### src/rtl/alu_multicycle.sv
// rtl/alu_multicycle.sv - multicycle ALU with a one-bit-per-cycle shifter and valid/ready handshake
module alu_multicycle #(
    parameter int WIDTH = 8,
    parameter int CNT_W = $clog2(WIDTH) + 1
) (
    input  logic             clk,
    input  logic             reset,
    input  logic             in_valid,
    output logic             in_ready,
    input  logic [2:0]       op,
    input  logic [WIDTH-1:0] a,
    input  logic [WIDTH-1:0] b,
    output logic             out_valid,
    input  logic             out_ready,
    output logic [WIDTH-1:0] result,
    output logic             carry,
    output logic             zero,
    output logic             busy
);
    localparam logic [2:0] OP_ADD = 3'b000;
    localparam logic [2:0] OP_SUB = 3'b001;
    localparam logic [2:0] OP_SLL = 3'b010;
    localparam logic [2:0] OP_SRL = 3'b011;
    localparam logic [2:0] OP_EQU = 3'b100;
    localparam logic [2:0] OP_GTR = 3'b101;
    localparam logic [2:0] OP_AND = 3'b110;
    localparam logic [2:0] OP_XOR = 3'b111;

    typedef enum logic [1:0] {
        IDLE  = 2'd0,
        SHIFT = 2'd1,
        DONE  = 2'd2
    } state_t;

    state_t           state, state_nxt;
    logic [WIDTH-1:0] work, work_sh, alu_res;
    logic [CNT_W-1:0] count, shift_n;
    logic             shift_left, alu_carry, accept, is_shift;

    // Handshake outputs are forced low while reset is asserted, not just after it.
    assign in_ready  = (state == IDLE)  && !reset;
    assign out_valid = (state == DONE)  && !reset;
    assign busy      = (state == SHIFT) && !reset;
    assign accept    = in_valid && in_ready;
    assign is_shift  = (op == OP_SLL) || (op == OP_SRL);
    assign shift_n   = (32'(b) >= 32'(WIDTH)) ? CNT_W'(WIDTH) : CNT_W'(b);
    assign work_sh   = shift_left ? (work << 1) : (work >> 1);

    always_comb begin
        alu_res   = '0;
        alu_carry = 1'b0;
        case (op)
            OP_ADD: {alu_carry, alu_res} = {1'b0, a} + {1'b0, b};
            OP_SUB: begin
                alu_res   = a - b;
                alu_carry = (a < b);
            end
            OP_EQU: alu_res = {{(WIDTH-1){1'b0}}, (a == b)};
            OP_GTR: alu_res = {{(WIDTH-1){1'b0}}, (a > b)};
            OP_AND: alu_res = a & b;
            OP_XOR: alu_res = a ^ b;
            default: alu_res = '0;
        endcase
    end

    always_comb begin
        state_nxt = state;
        case (state)
            IDLE: begin
                if (accept) begin
                    state_nxt = (is_shift && (shift_n != '0)) ? SHIFT : DONE;
                end
            end
            SHIFT: begin
                if (count == CNT_W'(1)) begin
                    state_nxt = DONE;
                end
            end
            DONE: begin
                if (out_ready) begin
                    state_nxt = IDLE;
                end
            end
            default: state_nxt = IDLE;
        endcase
    end

    always_ff @(posedge clk) begin
        if (reset) begin
            state      <= IDLE;
            result     <= '0;
            carry      <= 1'b0;
            zero       <= 1'b0;
            count      <= '0;
            work       <= '0;
            shift_left <= 1'b0;
        end else begin
            state <= state_nxt;
            case (state)
                IDLE: begin
                    if (accept) begin
                        if (is_shift) begin
                            work       <= a;
                            count      <= shift_n;
                            shift_left <= (op == OP_SLL);
                            carry      <= 1'b0;
                            // A zero-length shift completes immediately with the source unchanged.
                            if (shift_n == '0) begin
                                result <= a;
                                zero   <= (a == '0);
                            end
                        end else begin
                            result <= alu_res;
                            carry  <= alu_carry;
                            zero   <= (alu_res == '0);
                        end
                    end
                end
                SHIFT: begin
                    work  <= work_sh;
                    count <= count - CNT_W'(1);
                    if (count == CNT_W'(1)) begin
                        result <= work_sh;
                        zero   <= (work_sh == '0);
                    end
                end
                default: begin
                end
            endcase
        end
    end
endmodule
### config.mk
export PLATFORM = sky130hd
export DESIGN_NAME = alu_multicycle
export DESIGN_NICKNAME = d
export VERILOG_FILES = /design/src/rtl/alu_multicycle.sv
export SDC_FILE = /design/constraint.sdc
export NUM_CORES = 1
export LEC_CHECK = 0
export BUFFER_PORTS_ARGS = -buffer_cell sky130_fd_sc_hd__buf_2
export CORE_MARGIN = 2
export CORE_UTILIZATION = 25
export DETAILED_ROUTE_END_ITERATION = 7
export PLACE_DENSITY = 0.44
export SLEW_MARGIN = 30
export SYNTH_ARGS = -nofsm -noshare
export SYNTH_HDL_FRONTEND = slang
export SYNTH_SLANG_ARGS = --single-unit
### constraint.sdc
create_clock -name clk -period 2.55 [get_ports clk]
set_input_delay 0.255 -clock clk [delete_from_list [all_inputs] [get_ports clk]]
set_output_delay 0.255 -clock clk [all_outputs]
set_load 0.005 [all_outputs]
# After elaboration in Yosys (flattened, before gate mapping)
# Cells that the tools add are included.
# totals
ff_bits,25
latchBits,0
ram_bits,0
rom_bits,0
inputBits,23
output_inout_bits,13
wordCells,77
mem_count,0
# classes
addsub,3
multipliers,0
n_div,0
n_lt_le_gt_ge,3
eq_ne,16
n_shift,0
muxes,26
bitwise_logic,2
n_reduce_logical,20
# op_table
op,n
8-bit two-way mux,7
8-bit case mux with 6 select lines,1
8-bit case mux with 2 select lines,2
8-bit logical NOT,3
"3-bit equality test, second input constant",4
4-bit two-way mux,3
8-bit by 8-bit adder with 9-bit output,1
3-bit AND reduction,3
8-bit AND,1
8-bit equality test,1
"8-bit by 4-bit greater-or-equal comparator with 1-bit output, second input constant",1
8-bit greater-than comparator,1
8-bit less-than comparator,1
2-bit two-way mux,4
4-bit case mux with 2 select lines,1
8-bit subtractor,1
8-bit XOR,1
"3-bit by 2-bit equality test with 1-bit output, second input constant",2
"2-bit inequality test, second input constant",3
2-bit case mux with 3 select lines,1
1-bit logical AND,5
1-bit two-way mux,5
"4-bit by 1-bit equality test with 1-bit output, second input constant",1
4-bit logical NOT,1
15 further kinds,16

# Depth between registers and ports, before layout
# logic_depth
ltp_word,7
ltp_mapped,11
ltp_nobuf,11

# Worst setup path before layout
# OpenSTA, ideal clock, no wires.
# synth_path
path_type,input-to-reg
startpoint,input port a[0]
endpoint,register result[0]
setup_time_ns,0.141
arrival_ns,2.000
required_ns,2.409
setup_slack_ns,0.409
cell_stages,11
n_path_buf,0
path_cell_list,inv_1 > ha_1 > inv_1 > fa_1 > a211oi_2 > nor3_1 > o31ai_1 > mux2i_1 > a31o_2 > mux2i_1 > a311oi_1
# synth_via
elab_chain_len,5
word_cells_on_any_way,11
classes_between,add/sub (2); order compare (1); eq/ne (1); mux (5); bitwise (2)
# synth_rtl
item,line,source
start: declaration,11,"input logic [WIDTH-1:0] a,"
"8-bit subtractor, or another cell as far along",55,alu_res = a - b;
8-bit case mux with 6 select lines,52,case (op)
8-bit two-way mux *,102,if (is_shift) begin
8-bit two-way mux *,101,if (accept) begin
8-bit case mux with 2 select lines *,99,case (state)
end signal: assignment,113,result <= alu_res;
end signal: assignment,123,result <= work_sh;
end: declaration,15,"output logic [WIDTH-1:0] result,"
# Mark *: on every way between the ends. The rest lies on a longest branch, timed or not. The select of a mux whose other input is x is not followed.
# A chain may end at the register's enable or synchronous reset.

# Worst setup path after layout
# layout_path
startpoint,input port a[0]
endpoint,register zero
# layout_via
elab_chain_len,6
word_cells_on_any_way,13
classes_between,add/sub (2); order compare (1); eq/ne (1); mux (5); bitwise (2); reduce/logical (2)
# layout_rtl
item,line,source
"8-bit subtractor, or another cell as far along",55,
8-bit case mux with 6 select lines,52,
8-bit logical NOT,115,zero <= (alu_res == '0);
1-bit two-way mux *,102,
1-bit two-way mux *,101,
1-bit case mux with 2 select lines *,99,
end signal: assignment,110,zero <= (a == '0);
end signal: assignment,115,
end signal: assignment,124,zero <= (work_sh == '0);
end: declaration,17,"output logic zero,"
# Marks and branches as above.

==> results.py <==
metrics = {
    "critical_path": {
        "path_max_fanout": 3,
        "worstPathRequired_ns": 2.76,
        "cp_common_cell": "inv_1",
        "path_delay_family": "compound AO/OA/AOI/OAI gates",
        "critical_path_class": "in -> reg",
        "crit_slowest_cell": "fa_1",
        "r2r_cells": 6,
        "r2r_end": "zero",
        "cp-end-kind": "flip-flop",
        "reg2reg_from": "shift_left",
        "r2r_slack_ns": 0.51,
        "cp-start-kind": "input pin",
        "worst-path-buf-inv": 3,
        "crit_chain": "buf_2 -> inv_1 -> ha_1 -> inv_1 -> fa_1 -> a211oi_2 -> nor3_1 -> o31ai_1 -> mux2i_1 -> a31o_2 -> nand4b_1 -> o21ai_1",
        "crit_arrival_ns": 2.40,
        "max_stage_delay_ns": 0.40,
    },
    "timing": {
        "skew_ns": 0.00341,
        "drv_slew": 0,
        "fin_setup_tns_ns": 0,
        "timing.final.crit_share_pct": 85.7,
        "tightest_slew_ns": 0.674,
        "hold_viol_final": 0,
        "grt_setup_unrepaired": "no",
        "max_freq_ghz": 0.458,
        "relSlewSlack_pct": 54.5,
        "setup_viol": 0,
        "period_needed_ns": 2.18,
    },
    "drt": {
        "avgViaCountPerCell": 5.01,
        "drt_pre_antenna_iters": 4,
        "route.detailed.drc": 0,
        "avgRoutedWirePerCell_um": 16.2,
        "dr_total_vias": 2534,
        "wirelength_um": 8210,
        "drt-initial-drc-count": 140,
        "ant_nets": 0,
    },
    "final_layout": {
        "areaGrowthSynthToFinish_pct": 18.6,
        "final_cells": 506,
        "final.fill_count": 1020,
        "drive_gt1_share_pct": 18.6,
        "antennaDiodeCount": 0,
        "nNetsFinal": 421,
    },
    "logic_synthesis": {
        "syn_area_sq_mm": 0.00242,
        "synth_area_per_cell_sq_um": 7.21,
        "yosysUniqueCellTypes": 57,
        "synth_largest_area_cell": "dfxtp_1",
        "synthArstFlopShare_pct": 0,
        "netlist_instances": 336,
        "synth_fp_nets": 379,
        "synth_area_leaders": "dfxtp_1 21%, ha_1 9.3%, nor2_1 6.4%",
        "ys_warn_count": 0,
        "ys.flop_type": "dfxtp_1",
        "ys_seq_area_share_pct": 20.7,
        "ys_ff_latch": 25,
        "yosysTopAreaCellShare_pct": 20.7,
        "synth_edf_count": 0,
    },
    "die": {
        "die-area_sq_mm": 0.0105,
        "rows": 35,
        "die_w_um": 102,
        "start_util_pct": 26.0,
        "fp.coreArea_sq_mm": 0.00933,
        "io_pins": 36,
        "fp.dieH_um": 102,
    },
    "global_route": {
        "antenna_found_initial": 0,
        "grt_pass1_wl_um": 13500,
        "grt_overflow_total": 0,
        "grt_max_degree": 29,
        "globalRouteTotalUtil_pct": 16.4,
        "first_global_vias": 2490,
    },
    "clocking": {
        "clkSinkCount": 25,
        "cts_tree": "yes",
        "clk_path_buf_depth": 2,
        "cts_hold_buf": 0,
        "clkTransAtPathRegs_ns": 0.09,
        "cts_made_buffers": 3,
        "cts_root_buf": "clkbuf_8",
        "postCtsSetupRepairBufs": 0,
        "cts-resized-gates": 0,
        "h-tree-depth": 1,
        "clk-insertion-delay-late_ns": 0.27,
    },
    "hold_path": {
        "min_from": "out_ready",
        "hold_end": "state[1]",
        "min_path_cells": 3,
        "hp-class": "in -> reg",
    },
    "run": {
        "maxCapViolCount": 0,
    },
    "placement": {
        "dp_cells": 502,
        "gp_congestion": 0.844,
        "portBuffers": 35,
        "dp_hpwl_um": 6580,
    },
    "pwr": {
        "intPower_mw": 0.707,
        "p_leak_nw": 1.18,
        "seqPwrFrac_pct": 38.9,
        "vdd_ir_drop_max_uv": 208,
        "finalPower_mw": 1.11,
        "switching_share_pct": 36.4,
        "clkPwrFrac_pct": 22.3,
        "power_density_mw_per_mm2": 387,
        "power_frac_comb_pct": 38.7,
        "p_switching_mw": 0.404,
    },
    "run_status": {
        "status": "completed",
    },
}
## power by group through the flow
stage                     Sequential [mW]  Clock (mW)  Combinational (mW)
after floorplan                     0.437           0               0.273
after global routing                0.437       0.271               0.481
after CTS                           0.433       0.253               0.429
after global placement              0.442           0               0.429
after detailed placement            0.442           0               0.426
final                               0.433       0.248               0.430
## flip-flops by register name, indices dropped and copies added (netlist names)
register,cells
carry,1
count,4
result,8
shift_left,1
state,2
work,8
zero,1
## metrics by stage
step | utilization [%] | instance area, sq um | hold slack, ns | setup slack (ns)
floorplan | - | 2420 | 0.406 | 0.409
global placement | 30.3 | 2830 | 0.446 | 0.126
detailed placement | 30.3 | 2830 | 0.452 | 0.101
CTS | 30.8 | 2870 | 0.249 | 0.364
global route | 30.8 | 2870 | 0.279 | 0.117
finish | 30.8 | 2870 | 0.256 | 0.366
## per-layer routing
metal	global-route usage, %	routed length [um]	vias to the layer above
li1	-	-	1290
met5	0	0	-
met3	2.94	459	8
met4	2.56	118	0
met2	24.7	3430	64
met1	24.8	4200	1172
## cells by family after synthesis
kind of cell,Yosys count,share of synthesized area [%]
simple gates,133,28.2
compound gates,102,27.2
buf+inv,41,6.87
flops,25,20.7
fa+ha+maj,20,11.0
mux,12,5.01
xor+xnor,3,1.08
## tightest hold or removal path, delay by kind of cell
kind / cells / cell delay, ns
AO/OA/AOI/OAI: 1 / 0.11
buffers and inverters: 1 / 0.09
AND/OR/NAND/NOR: 1 / 0.04
## final cells by class
cell class,instances,area (sq um),share of cell area [%]
clock buffer,4,45.0,1.57
inverter,23,86.3,3.00
multi-input combinational,270,1760,61.1
sequential,25,500,17.4
tap,129,161,5.62
timing repair buffer,55,325,11.3
## Yosys cell counts, drive strengths merged (2+ instances only)
| library cell | number |
|---|---|
| nor2 | 42 |
| a21oi | 30 |
| nand2 | 27 |
| dfxtp | 25 |
| inv | 23 |
| o21ai | 22 |
| ha | 18 |
| a211oi | 12 |
| buf | 11 |
| mux2i | 11 |
| nand2b | 11 |
| nor3 | 11 |
| nand3 | 8 |
| clkbuf | 7 |
| a21o | 6 |
| a31oi | 6 |
| a311oi | 5 |
| nor2b | 5 |
| nor4 | 5 |
| nand4 | 4 |
| o311ai | 4 |
| or2 | 4 |
| and2 | 3 |
| o22ai | 3 |
| o31ai | 3 |
| xnor2 | 3 |
| and2b | 2 |
| fa | 2 |
| nand3b | 2 |
| nand4b | 2 |
| nor4b | 2 |
## worst max path at each step
stage / start / end / slack (ns) / cells past startpoint
after floorplan: a[0] / result[0] / 0.41 / 11
after detailed placement: a[0] / zero / 0.10 / 12
after global placement: a[1] / zero / 0.13 / 10
final: a[0] / zero / 0.37 / 12
after CTS: a[0] / zero / 0.36 / 12
after global routing: a[0] / zero / 0.12 / 12
## layout by cell type (no fill, tap or decap), types with 18 or more instances in the layout
cell type / Yosys / final
ha_1: 18 / 18
a21oi_1: 30 / 30
buf_2: 9 / 35
dfxtp_1: 25 / 25
inv_1: 23 / 23
o21ai_0: 18 / 18
nor2_1: 41 / 41
nand2_1: 27 / 27
buf_4: 0 / 20
(Power assumes the default switching activity.)
